File: src/rtl/pkwars_vtiming.sv
// Video timing generator: derives a 1-in-8 pixel enable from MCLK and produces
// registered, mutually aligned counters, blanking, sync and line/frame strobes.
module pkwars_vtiming #(
  parameter int H_TOTAL  = 384,
  parameter int H_ACTIVE = 256,
  parameter int HS_START = 304,
  parameter int HS_WIDTH = 32,
  parameter int V_TOTAL  = 264,
  parameter int V_ACTIVE = 224,
  parameter int VS_START = 240,
  parameter int VS_WIDTH = 3
) (
  input  logic       MCLK,
  input  logic       RESET_N,
  output logic       PCE,
  output logic [8:0] HPOS,
  output logic [8:0] VPOS,
  output logic       HBLANK,
  output logic       VBLANK,
  output logic       HSYNC_N,
  output logic       VSYNC_N,
  output logic       LINE_ST,
  output logic       FRAME_ST
);

  localparam logic [8:0] H_LAST = 9'(H_TOTAL - 1);
  localparam logic [8:0] V_LAST = 9'(V_TOTAL - 1);
  localparam logic [8:0] H_ACT  = 9'(H_ACTIVE);
  localparam logic [8:0] V_ACT  = 9'(V_ACTIVE);
  localparam logic [8:0] HS_LO  = 9'(HS_START);
  localparam logic [8:0] HS_HI  = 9'(HS_START + HS_WIDTH);
  localparam logic [8:0] VS_LO  = 9'(VS_START);
  localparam logic [8:0] VS_HI  = 9'(VS_START + VS_WIDTH);

  logic [2:0] div;
  logic [8:0] h_nxt;
  logic [8:0] v_nxt;
  logic       h_wrap;
  logic       v_wrap;

  function automatic logic in_window(input logic [8:0] pos, input logic [8:0] lo,
                                     input logic [8:0] hi);
    return (pos >= lo) && (pos < hi);
  endfunction

  always_comb begin
    h_wrap = PCE && (HPOS == H_LAST);
    v_wrap = h_wrap && (VPOS == V_LAST);
    h_nxt  = HPOS;
    v_nxt  = VPOS;
    if (PCE) h_nxt = h_wrap ? 9'd0 : HPOS + 9'd1;
    if (h_wrap) v_nxt = v_wrap ? 9'd0 : VPOS + 9'd1;
  end

  // Decodes use the next-state counters so every registered output lines up
  // with the HPOS/VPOS presented in the same cycle.
  always_ff @(posedge MCLK or negedge RESET_N) begin
    if (!RESET_N) begin
      div      <= 3'd0;
      PCE      <= 1'b0;
      HPOS     <= 9'd0;
      VPOS     <= 9'd0;
      HBLANK   <= 1'b0;
      VBLANK   <= 1'b0;
      HSYNC_N  <= 1'b1;
      VSYNC_N  <= 1'b1;
      LINE_ST  <= 1'b0;
      FRAME_ST <= 1'b0;
    end else begin
      div      <= div + 3'd1;
      PCE      <= (div == 3'd6);
      HPOS     <= h_nxt;
      VPOS     <= v_nxt;
      HBLANK   <= (h_nxt >= H_ACT);
      VBLANK   <= (v_nxt >= V_ACT);
      HSYNC_N  <= !in_window(h_nxt, HS_LO, HS_HI);
      VSYNC_N  <= !in_window(v_nxt, VS_LO, VS_HI);
      LINE_ST  <= h_wrap;
      FRAME_ST <= v_wrap;
    end
  end

endmodule

File: config.mk
export PLATFORM = sky130hd
export DESIGN_NAME = pkwars_vtiming
export DESIGN_NICKNAME = d
export VERILOG_FILES = /design/src/rtl/pkwars_vtiming.sv
export SDC_FILE = /design/constraint.sdc
export NUM_CORES = 1
export LEC_CHECK = 0
export BUFFER_PORTS_ARGS = -buffer_cell sky130_fd_sc_hd__buf_4
export CAP_MARGIN = 30
export CELL_PAD_IN_SITES_DETAIL_PLACEMENT = 1
export CELL_PAD_IN_SITES_GLOBAL_PLACEMENT = 1
export CORE_ASPECT_RATIO = 1.4
export CORE_UTILIZATION = 40
export CTS_BUF_LIST = sky130_fd_sc_hd__clkbuf_4 sky130_fd_sc_hd__clkbuf_8
export CTS_CLUSTER_SIZE = 30
export DETAILED_ROUTE_END_ITERATION = 12
export GPL_TIMING_DRIVEN = 1
export PLACE_DENSITY_LB_ADDON = 0.1
export SYNTH_ARGS = -nofsm -noshare
export SYNTH_HDL_FRONTEND = slang
export SYNTH_SLANG_ARGS = --single-unit
File: constraint.sdc
create_clock -name MCLK -period 1.9 [get_ports MCLK]
set_clock_uncertainty 0.15 [all_clocks]
set_input_delay 0.095 -clock MCLK [delete_from_list [all_inputs] [get_ports MCLK]]
set_output_delay 0.095 -clock MCLK [all_outputs]
set_load 0.02 [all_outputs]
* Word level (Yosys, flattened, before mapping) *
Cells that the tools add are included.

cells by class
  equal/unequal tests = 3
  reductions and logical operators = 6
  mux-type cells = 4
  order comparisons = 6
  add/sub/neg operators = 3

operators with widths
  operator             count
  $mux 9               4
  $add 9x1->9 const B  2
  $eq 9x9->1 const B   2
  $ge 9x8->1 const B   2
  $ge 9x9->1 const B   2
  $lt 9x8->1 const B   1
  $lt 9x9->1 const B   1
  $logic_and 1x1->1    4
  $add 3x1->3 const B  1
  $eq 3x3->1 const B   1
  $logic_not 1->1      2

storage, ports and cells
  output and inout bits = 25
  word-level logic and storage cells = 32
  register bits after elaboration = 28

* Logic depth before layout (Yosys ltp) *
  word-level depth = 8
  mapped depth = 8

* Least setup slack after synthesis *
OpenSTA, ideal clock, no wires.

  kind = flip-flop to flip-flop
  from = register HPOS[0]
  to = register VPOS[7]
  required time = 1,670 ps
  buffers on the path = 1
  cell stages (with the launch flop) = 9
  setup time = 80 ps
  data arrival time = 2,024 ps
  path slack = -353 ps
  cell sequence = dfrtp_1 ha_1 nand4_4 or4_4 inv_2 buf_6 nand4_4 nor2_2 xor2_1

between the ends
  cells in the longest elaborated chain, start to end = 5

ends and longest elaborated chain
  what                    line  text
  start, declared         16    output logic [8:0] HPOS,
  start signal, assigned  72    HPOS <= h_nxt;
  $eq 9x9->1 *            47    h_wrap = PCE && (HPOS == H_LAST);
  $logic_and 1x1->1 *     47
  net h_wrap              38    logic h_wrap;
  $logic_and 1x1->1       48    v_wrap = h_wrap && (VPOS == V_LAST);
  $mux 9                  52    if (h_wrap) v_nxt = v_wrap ? 9'd0 : VPOS + 9'd1;
  $mux 9 *                52
  net v_nxt[7]            37    logic [8:0] v_nxt;
  end signal, assigned    73    VPOS <= v_nxt;
  end, declared           17    output logic [8:0] VPOS,

Mark *: on every way through the listed nets, which the timed path passes. The rest lies on a longest branch.

* Worst setup path in the final report *
  from = register HPOS[1]
  to = register VPOS[7]

between the ends
  cells in the longest elaborated chain, start to end = 5

ends and longest elaborated chain
  what                 line
  $eq 9x9->1 *         47
  $logic_and 1x1->1 *  47
  $logic_and 1x1->1    48
  $mux 9               52
  $mux 9 *             52
  net v_nxt[7]         37

Marked as above.

==> metrics list <==
- Run status: finished, violations left
- The checks that failed: negative setup slack.
- The share of the Yosys chip area taken by registers is 49.7%.
- Global-route wire length before repair: 6.34 mm
- The path class of the tightest hold or removal check is input pin to async pin.
- Minimum period implied by the final worst setup slack: between 1500 and 2000 ps
- In the final routed layout, each cell accounts on average for around 18 um.
- Proportion of netlist area held by the largest area contributor: 46.0%
- Initial core utilization: around two fifths
- Counting every net in the synthesized netlist gives around 140.
- Largest cells by area after synthesis: sky130_fd_sc_hd__dfrtp_1 46%, sky130_fd_sc_hd__dfstp_2 3.7%, sky130_fd_sc_hd__ha_1 3.5%
- Vias in the first global route: 1313
- Summing internal, switching and leakage power gives 957 uW.
- For the worst setup path, the data required time is slightly below 2000 ps.
* Fill cell count: 380
- Power density cells: around 470 mW/mm2
- In the routed layout, each cell is associated on average with a via count of between 5 and 6.
- Height of the die: 72.3 um
* Crit path kind: flop to flop
* Pre-CTS setup slack: -90.3 ps
- TritonCTS built the clock tree.
- Number of distinct library cells after synthesis: 42
- Static Leak: ~0.001 uW
- Signal arrival time at the worst endpoint: 1990 ps
- The floorplan has 25 rows.
- Overall die width: 52.2 um
- sky130_fd_sc_hd__dfrtp_1 takes more of the synthesized area than any other cell.
- Vias after detailed routing: around 1200
- For the worst-skew pair, the clock arrives at the later sink with an insertion delay of between 200 and 300 ps.
* Highest ir drop seen on vdd: between 0.0003 and 0.0004 V
* Max capacitance violation total: 0
- Post-route ant nets: 0
- Summing all multi-input logic gate instances after layout gives about 730 um2.
- Hold violation total from the final report: 0
- Main synth FF type: sky130_fd_sc_hd__dfrtp_1
- The number of antenna violations at the first check in global routing came to 0.
- Max Fanout on Critical Path: 5
- Clock sink count: 28
* Bufs on Longest Clock Path: 2
* Slew HR: 74.9%
- For the final routed database, the setup TNS stands at -121 ps.
- Measured slew at the worst slew-check pin: 376 ps
- Placed insts: between 200 and 250
* First-pass iteration count of the detailed router: 4
- Fmax: just over 500 MHz
- Clock-pin slew was measured on the worst setup and hold paths at roughly 100 ps.
* Clock tree root buffer cell: sky130_fd_sc_hd__clkbuf_8
* Worst Setup Start Kind: flop
- Final hold analysis gives a worst-case slack of between 100 and 150 ps.
- Area of the die: around 0.0038 mm2
- Average footprint of a synthesized cell: ~11 um2
- Input and output buffers added on the ports amount to 26.
- Area used by sequential logic in the layout: roughly 710 um2
- Netlist area before placement: about 0.0014 mm2
* Post-DP HPWL: 2.81 mm
- Final WL: around 4 mm
* Worst Slack Setup Final: -43.9 ps
- Routability-driven placement finished with a final weighted congestion of 0.801.
- Global routing usage summed across all routing layers: a little under a quarter
- Final net count: around 200
- Antenna cell count: 0
- The max-slew violation count came to 0.
- Entering global routing, the biggest net connects 29 pins.
- Clock buffers created by TritonCTS: 3
* Number of primary I/O pins: 27
- In this run the standard cell core region covers 0.00338 mm2.
- In the finished design, the share of the clock period the worst path needs comes to 102%.
- After detailed routing, the number of remaining DRC violations is 0.
- Number of synthesized flops with an enable pin: 0
* Share of final-layout standard cells stronger than drive strength 1: between 40% and 50%
- In this run the number of H-tree levels came out at 1.
* Setup repair after global routing missed its margin: yes
- Yosys reg bits: 28
* Final setup viols: 6
- During synthesis, Yosys emitted a total of 0 warnings.
- STA classifies the critical path endpoint as a flop.
- Global route overflow: 0
- Detailed router's first-iteration violation count: 10
* Syn Inst Count: around 130
* Async set-reset flop share out of synthesis: 100%
- Synthesis-to-layout area growth: 42.8%
- The count of cells in the finished layout, fillers not included, comes to approximately 230.
==> cell usage in the layout (no fill, tap or decap), types with 3 or more instances in the layout <==
cell type / synthesis / routed
sky130_fd_sc_hd__nand4_1: 5 / 5
sky130_fd_sc_hd__nor4_2: 0 / 3
sky130_fd_sc_hd__o21ai_0: 9 / 8
sky130_fd_sc_hd__dfrtp_2: 0 / 4
sky130_fd_sc_hd__xnor2_1: 4 / 4
sky130_fd_sc_hd__nand3_1: 6 / 6
sky130_fd_sc_hd__xor2_1: 4 / 4
sky130_fd_sc_hd__buf_4: 1 / 53
sky130_fd_sc_hd__nor2_1: 4 / 4
sky130_fd_sc_hd__inv_1: 7 / 7
sky130_fd_sc_hd__clkbuf_8: 0 / 3
sky130_fd_sc_hd__dfrtp_1: 26 / 22
sky130_fd_sc_hd__nand2_1: 12 / 12
==> layout make-up <==
type / count / share of cell area (%)
multi-input combinational: 91 / 36.1
sequential: 28 / 35.1
timing repair buffer: 57 / 22.3
tap: 40 / 2.48
clock buffer: 4 / 2.42
inverter: 8 / 1.61
==> power by group <==
part / total, uW / internal (uW) / switching, uW
Sequential: 596 / 596 / 0
Combinational: 14.7 / 2.73 / 12.0
Clock: 347 / 165 / 182
Total: 957 / 763 / 194
==> logic make-up after synthesis <==
logic type	synth area share (%)
flops	49.7
simple gates	25.0
buf+inv	5.31
fa+ha+maj	3.54
compound gates	9.20
mux	2.21
xor+xnor	4.96
==> critical path: stages, from the launching register on <==
cell                      delay [ps]
sky130_fd_sc_hd__dfrtp_2         400
sky130_fd_sc_hd__ha_4            150
sky130_fd_sc_hd__nand4_4         120
sky130_fd_sc_hd__or4_4           470
sky130_fd_sc_hd__inv_4           100
sky130_fd_sc_hd__buf_12          110
sky130_fd_sc_hd__nand4_4         100
sky130_fd_sc_hd__nor2_2          100
sky130_fd_sc_hd__xor2_1          160
==> final timing paths <==
kind | to | depth (start not counted) | slack (ps) | start
min in group MCLK | div[0] | 1 | 300 | div[0]
max reg2reg | VPOS[7] | 8 | -40 | HPOS[1]
max in group asynchronous | HSYNC_N | 2 | 1150 | RESET_N
min | div[2] | 2 | 120 | RESET_N
min reg2reg | div[0] | 1 | 300 | div[0]
max | VPOS[7] | 8 | -40 | HPOS[1]
==> flip-flops by register name (all words and copies together) (netlist names) <==
register / count
FRAME_ST: 1
HBLANK: 1
HPOS: 9
HSYNC_N: 1
LINE_ST: 1
PCE: 1
VBLANK: 1
VPOS: 9
VSYNC_N: 1
div: 3
==> cells in the mapped netlist, drive strengths merged, types with 2 or more instances <==
cell / n
a21oi: 3
a31oi: 2
and2: 3
and3: 2
buf: 4
dfrtp: 26
dfstp: 2
ha: 4
inv: 8
mux2i: 2
nand2: 12
nand3: 6
nand4: 7
nand4b: 2
nor2: 5
nor2b: 3
nor3: 2
nor3b: 2
nor4: 4
o2111ai: 2
o21ai: 9
or4: 2
xnor2: 4
xor2: 4
==> layer usage <==
layer	global-route usage, %	wire length, um	share of wire [%]	up-vias
li1	-	-	-	581
met1	25.8	1600	39	627
met2	43.4	2290	56	23
met3	2.10	91	2.2	8
met4	7.60	87	2.1	0
met5	0	0	0	-
==> through the flow <==
step | util [%] | instance area [um2]
final | 59.8 | 2020
after CTS | 58.3 | 1970
after global placement | 54.9 | 1860
after floorplan | - | 1460
after global routing | 59.8 | 2020
after detailed placement | 54.9 | 1860
==> what timing repair did <==
item / CTS / global route
buffers inserted: 2 / 4
hold buffers: 1 / 0
hold endpoints to repair: 28 / 0
pin swaps: 1 / 2
endpoints found under the setup margin: 7 / 13
resized for setup: 8 / 6
Note: power is estimated with default switching activity, not from simulation.
